**config.mk**
```make
export PLATFORM = sky130hd
export DESIGN_NAME = fft_indexer_r2_cfg
export DESIGN_NICKNAME = d
export VERILOG_FILES = /design/src/rtl/fft_indexer_r2_cfg.sv
export SDC_FILE = /design/constraint.sdc
export NUM_CORES = 1
export LEC_CHECK = 0
export BUFFER_PORTS_ARGS = -buffer_cell sky130_fd_sc_hd__buf_4
export CAP_MARGIN = 0
export CORE_AREA = 2 2 50 52
export DETAILED_ROUTE_END_ITERATION = 7
export DIE_AREA = 0 0 52 54
export HOLD_SLACK_MARGIN = 0.1
export PLACE_DENSITY = 0.71
export SYNTH_ARGS = -nofsm -noshare
export SYNTH_HDL_FRONTEND = slang
export SYNTH_SLANG_ARGS = --single-unit
```
**constraint.sdc**
```tcl
create_clock -name Clock -period 4.7 [get_ports Clock]
set_input_delay 0.47 -clock Clock [delete_from_list [all_inputs] [get_ports Clock]]
set_output_delay 0.47 -clock Clock [all_outputs]
set_load 0.03 [all_outputs]
```
**src/rtl/fft_indexer_r2_cfg.sv**
```systemverilog
// Radix-2 DIF FFT operand/twiddle address generator with runtime size selection.
// Emits A/B operand indices per butterfly, stage by stage, with a stall handshake.
module fft_indexer_r2_cfg #(
    parameter int BW_FFTP  = 4,
    parameter int BW_STAGE = 3
) (
    input  logic                Clock,
    input  logic                Reset_n,
    input  logic                Start,
    input  logic [BW_STAGE-1:0] Log2N,
    input  logic                Stall,
    output logic [BW_FFTP-1:0]  Index,
    output logic                IsB,
    output logic [BW_STAGE-1:0] Stage,
    output logic [BW_FFTP-2:0]  Twiddle,
    output logic                Valid,
    output logic                Busy,
    output logic                End,
    output logic                CfgErr
);

    localparam int BFLY_W = BW_FFTP - 1;
    localparam logic [BW_STAGE-1:0] FFTP_S = BW_STAGE'(BW_FFTP);
    localparam logic [BFLY_W-1:0]   BFLY_ONES = {BFLY_W{1'b1}};

    logic                busy_q;
    logic                isb_q;
    logic                end_q;
    logic                cfg_err_q;
    logic [BW_STAGE-1:0] len_q;
    logic [BW_STAGE-1:0] stage_q;
    logic [BFLY_W-1:0]   bfly_q;

    logic [BW_STAGE-1:0] pos;
    logic [BW_STAGE-1:0] tw_shift;
    logic [BFLY_W-1:0]   low_mask;
    logic [BFLY_W-1:0]   last_bfly;
    logic                last_stage;
    logic [BW_FFTP-1:0]  a_idx;
    logic [BW_FFTP-1:0]  b_idx;
    logic [BFLY_W-1:0]   twiddle_raw;
    logic                consume;
    logic                start_ok;
    logic                cfg_bad;

    always_comb begin
        // pos is the bit where the zero is inserted; it also sets the span h = 2^pos
        pos         = len_q - stage_q - BW_STAGE'(1);
        tw_shift    = stage_q + FFTP_S - len_q;
        low_mask    = ~(BFLY_ONES << pos);
        last_bfly   = BFLY_ONES >> (FFTP_S - len_q);
        last_stage  = (stage_q == len_q - BW_STAGE'(1));
        a_idx       = {bfly_q & ~low_mask, 1'b0} | {1'b0, bfly_q & low_mask};
        b_idx       = a_idx | (BW_FFTP'(1) << pos);
        twiddle_raw = (bfly_q & low_mask) << tw_shift;
        consume     = busy_q & ~Stall;
        start_ok    = Start & ~busy_q & ~end_q;
        cfg_bad     = (Log2N == '0) || (Log2N > FFTP_S);
    end

    always_ff @(posedge Clock) begin
        if (!Reset_n) begin
            busy_q    <= 1'b0;
            isb_q     <= 1'b0;
            end_q     <= 1'b0;
            cfg_err_q <= 1'b0;
            len_q     <= '0;
            stage_q   <= '0;
            bfly_q    <= '0;
        end else begin
            end_q     <= 1'b0;
            cfg_err_q <= 1'b0;
            if (start_ok) begin
                if (cfg_bad) begin
                    cfg_err_q <= 1'b1;
                end else begin
                    busy_q  <= 1'b1;
                    len_q   <= Log2N;
                    stage_q <= '0;
                    bfly_q  <= '0;
                    isb_q   <= 1'b0;
                end
            end else if (consume) begin
                if (!isb_q) begin
                    isb_q <= 1'b1;
                end else begin
                    isb_q <= 1'b0;
                    if (bfly_q == last_bfly) begin
                        bfly_q <= '0;
                        if (last_stage) begin
                            busy_q  <= 1'b0;
                            end_q   <= 1'b1;
                            stage_q <= '0;
                        end else begin
                            stage_q <= stage_q + BW_STAGE'(1);
                        end
                    end else begin
                        bfly_q <= bfly_q + BFLY_W'(1);
                    end
                end
            end
        end
    end

    // Outputs are forced to zero whenever no item is being presented
    assign Index   = busy_q ? (isb_q ? b_idx : a_idx) : '0;
    assign IsB     = busy_q & isb_q;
    assign Stage   = busy_q ? stage_q : '0;
    assign Twiddle = busy_q ? twiddle_raw : '0;
    assign Valid   = busy_q;
    assign Busy    = busy_q;
    assign End     = end_q;
    assign CfgErr  = cfg_err_q;

endmodule

```
Word level (Yosys, flattened, before mapping)
Cells that the tools add are included.
Widths: inputs -> output; s select.

storage, ports and cells
  bits in registers = 13
  input port bits = 7
  logic and storage cells = 80

operators by class
  add/subtract/negate cells = 8
  magnitude comparators = 1
  eq/ne operators = 3
  shifts and indexed selects = 4
  multiplexer cells = 26
  bitwise gates (word level) = 18
  reduce and logical (&&, ||, !) cells = 13

operators with widths
  operator             number
  $mux 3               12
  $mux 1               12
  $mux 4               2
  $not 1->1            8
  $reduce_bool 2->1    4
  $add 3x1->3 const B  2
  $and 3x3->3          2
  $eq 3x3->1           2
  $not 3->3            2
  $reduce_and 2->1     3
  $sub 3x1->3 const B  2
  $sub 3x3->3          2
  $reduce_and 5->1     1
  $reduce_or 5->1      1
  $and 1x1->1          4
  $or 4x3->4           1
  $or 4x4->4           1
  $reduce_and 4->1     1
  $shl 1x3->4 const A  1
  $add 3x3->3 const B  1
  $gt 3x3->1 const B   1
  $logic_not 3->1      1
  $reduce_and 3->1     1
  $shl 3x3->3          1
  other kinds (5)      5

Longest topological paths before layout
  word-level depth = 10
  gate-level depth with buffers = 8
  gate-level depth less buffers = 8

Worst setup path before layout
Ideal clock, no wire load.

  path kind = reg-to-output
  start point = register stage_q[0]
  end point = output port Index[2]
  arrival time = 2.308 ns
  data required time = 4.230 ns
  slack = 1.922 ns
  cell stages (with the launch flop) = 9
  buffers on the path = 1
  cell sequence = dfxtp_1 -> inv_1 -> ha_1 -> inv_1 -> fa_1 -> clkbuf_1 -> nand2b_1 -> a21oi_1 -> a211oi_1

between the ends
  word-level cells in the longest chain between the ends = 10

ends and longest elaborated chain
  what                      line  RTL
  from (decl)               31    logic [BW_STAGE-1:0] stage_q;
  from (signal assigned)    95    stage_q <= stage_q + BW_STAGE'(1);
  $sub 3x3->3 (*)           48    pos = len_q - stage_q - BW_STAGE'(1);
  $sub 3x1->3 (*)           48
  $shl 3x3->3               50    low_mask = ~(BFLY_ONES << pos);
  $not 3->3                 50
  $not 3->3                 53    a_idx = {bfly_q & ~low_mask, 1'b0} | {1'b0, bfly_q & low_mask};
  $and 3x3->3               53
  $or 4x3->4                53
  $or 4x4->4                54    b_idx = a_idx | (BW_FFTP'(1) << pos);
  $mux 4 (*) (2 in series)  106   assign Index = busy_q ? (isb_q ? b_idx : a_idx) : '0;
  to (decl)                 12    output logic [BW_FFTP-1:0] Index,

Mark *: on every way between the ends. The rest lies on a longest branch, timed or not.

Final worst setup path
  start point = register stage_q[0]
  end point = output port Twiddle[2]

between the ends
  word-level cells in the longest chain between the ends = 7

ends and longest elaborated chain
  what             line  RTL
  $sub 3x3->3      48
  $sub 3x1->3      48
  $shl 3x3->3      50
  $not 3->3        50
  $and 3x3->3      55    twiddle_raw = (bfly_q & low_mask) << tw_shift;
  $shl 3x3->3 (*)  55
  $mux 3 (*)       109   assign Twiddle = busy_q ? twiddle_raw : '0;
  to (decl)        15    output logic [BW_FFTP-2:0] Twiddle,

Marks and branches as above.

==> out/qor.txt <==
Main combinational cell family by area after synthesis - simple AND/OR/NAND/NOR gates
Post-route ant nets - 0
Clock Latency Late Sink - 0.27 ns
Die Area - 2810 sq um
Syn Inst Count - 130
CTS max path bufs - 2
Crit path kind - flop to output port
Worst slew margin - 66.6%
Syn avg cell area - 8.31 sq um
Total track usage - 19.3%
Final setup viols - 0
Critical path endpoint category - output port
Syn. warnings - 0
WL/cell - 13.2 um
Antenna violations before repair - 0
Top cell type's share of synthesized area - 24.1%
Iter 0 DRT Violations - 19
Area share of fa/ha/maj cells after synthesis - 12.3%
Num CTS Buffers - 3
Starting density of the core - 46.5%
Worst flop-to-flop path startpoint - len_q[0]$_SDFFE_PN0P_
Synth cell types - 44
Crit path max fanout - 10
Post-synthesis mux area share - 3.82%
Chip height - 54 um
Worst hold-check path type - input port to flop
Buffers added on ports - 21
Largest net degree at the start of global routing - 13
TNS Setup - 0 ns
H-tree depth - 1
Diode count - 0
Die W - 52 um
Final GP Congestion - 0.748
PnR Total Power - 0.259 mW
Most frequent CP cell - inv_1
Leading area contributor after synthesis - dfxtp_1
P_leak - 0.517 nW
WP buf/inv - 3
Worst Hold Depth - 3
Core area - 2320 sq um
XOR/XNOR Fraction of Synth Area - 8.57%
Syn Nets - 147
Compound-Gate Fraction of Synth Area - 20.9%
Worst hold endpoint - len_q[0]$_SDFFE_PN0P_
# hold bufs at CTS - 0
Run status - complete, no violations
CTS resizes - 0
R2R Setup Slk - 2.58 ns
Setup ws final - 1.89 ns
Worst-Margin Slew - 0.496 ns
Synth Area in Simple Gates - 24.6%
Share of the yosys chip area belonging to registers - 24.1%
CP peak stage delay - 0.66 ns
Worst-path clk slew - 0.08 ns
Crit-path slowest cell - fa_1
Layout cell share with drive strength beyond 1 - 23.0%
CTS tree - yes
Worst Setup Start Kind - flop
Power Density - 204 nW/um^2
Max VDD drop - 0.167 mV
I/O pins - 22
Synth Cell Area - 1080 sq um
FF-to-FF End - stage_q[1]$_SDFFE_PN0P_
Period minus WS final - 2.81 ns
Clock sink count - 13
Delay-heaviest family, CP - adder cells
Global-route wire length before repair - 4020 um
Final Hold Viols - 0
Drt via density - 5.49
CP Data Required Time - 4.23 ns
Slew Limit Fails - 0
MaxCap Viol Count - 0
Post-route DRC - 0
Vias in the first global route - 896
Nets - 166
Via Count - 978
Area Growth Syn to Fin - 17.5%
Dpl hpwl - 1830 um
CP Data Arrival Time - 2.34 ns
Chain of cells forming the critical path - inv_1, ha_1, inv_1, fa_1, mux2_2, a22oi_1, nor2_1, buf_4
Fmax - 356 MHz
Filler cells - 217
RSZ-0062 raised after global routing - no
Worst reg-to-reg path cell count - 7
Total iterations of the first detailed-routing run - 4
CTS root buf - clkbuf_4
Synthesized flop and latch total - 13
Remaining global-route overflow - 0
Placement Rows - 18
Setup bufs post-CTS - 0
Area contributors post-synth - dfxtp_1 24%, ha_1 10%, nand2_1 4.2%
Final setup skew - 0.000690 ns
Period utilisation layout - 59.8%
Post-place setup slack - 2.18 ns
WL final - 2340 um
HP Start - Log2N[0]
-- layout by cell type (no fill, tap or decap), types with 5 or more instances in the layout --
cell / Yosys / layout
buf_4: 1 / 21
xnor2_1: 5 / 5
ha_1: 9 / 9
a21oi_1: 7 / 7
nand2_1: 12 / 12
dfxtp_1: 13 / 13
inv_1: 7 / 7
or3_1: 5 / 5
o21ai_0: 6 / 6
nor2_1: 10 / 10
-- where the power goes --
part	switching, mW	internal, mW	leakage, nW
combinational	0.0411	0.0295	0.397
clock	0.0354	0.0328	0.0150
sequential	0.00627	0.114	0.105
-- metrics by stage --
step,cells,hold slack (ns),util (%),instance area (sq um)
after floorplan,130,0.463,-,1080
after global placement,174,0.483,53.6,1240
after detailed placement,174,0.489,53.6,1240
after CTS,178,0.460,54.7,1270
after global routing,178,0.481,54.7,1270
final,178,0.468,54.7,1270
-- metal layers --
layer	vias up	GRT usage (%)	part of all wire [%]
met5	-	0	0
met4	0	8.77	0.98
met3	4	1.67	3.9
met2	22	33.3	48
met1	453	24.4	48
li1	499	-	-
-- final cells by class --
cell class	instances	area (sq um)	share of cell area [%]
clock buffers	4	26.3	2.07
inverters	8	30.0	2.37
multi-input cells	102	757	59.7
flip-flops and latches	13	260	20.5
well taps	30	37.5	2.96
repair buffers	21	158	12.4
-- sequential cells by signal, indices dropped and copies added, names as in the netlist --
| register | flops |
|---|---|
| CfgErr | 1 |
| End | 1 |
| bfly_q | 3 |
| Busy | 1 |
| isb_q | 1 |
| len_q | 3 |
| stage_q | 3 |
-- kinds of logic (layout without fill, tap and decap cells) --
logic type	count (synthesis)	in the layout
adder cells (fa/ha/maj)	10	10
buffers and inverters	15	33
AND/OR/NAND/NOR	49	49
flip-flops	13	13
AO/OA/AOI/OAI	32	32
XOR/XNOR	7	7
multiplexers	4	4
-- worst min-delay path, stage by stage --
cell     delay (ns)
buf_4          0.10
mux2i_1        0.06
nor2_1         0.07
-- worst max-delay path by stage --
stage,startpoint,end,slack [ns],cells past startpoint
final,stage_q[0]$_SDFFE_PN0P_,Twiddle[2],1.89,8
after global routing,stage_q[0]$_SDFFE_PN0P_,Twiddle[2],1.74,8
after CTS,stage_q[0]$_SDFFE_PN0P_,Twiddle[2],1.89,8
after detailed placement,stage_q[0]$_SDFFE_PN0P_,Twiddle[2],2.18,8
after global placement,stage_q[0]$_SDFFE_PN0P_,Twiddle[2],2.23,8
after floorplan,stage_q[0]$_SDFFE_PN0P_,Index[2],1.92,8
-- Yosys cell counts (all sizes together) --
master / n
o22ai: 2
fa: 1
nand2: 12
nand3b: 3
ha: 9
a221oi: 1
or3b: 1
a21oi: 7
a31o: 1
nand2b: 4
mux2i: 3
and2: 4
buf: 4
nor3b: 1
a211oi: 4
inv: 7
dfxtp: 13
and3: 1
or3: 6
xnor3: 1
o211ai: 1
clkbuf: 3
a21boi: 1
nor3: 3
a311oi: 1
a22oi: 1
clkinv: 1
xnor2: 5
a31oi: 1
o2111ai: 3
nand3: 3
o21ai: 7
xor3: 1
and3b: 1
nor2: 10
mux2: 1
o31ai: 2
No activity file was read; power rests on OpenSTA's default activity.
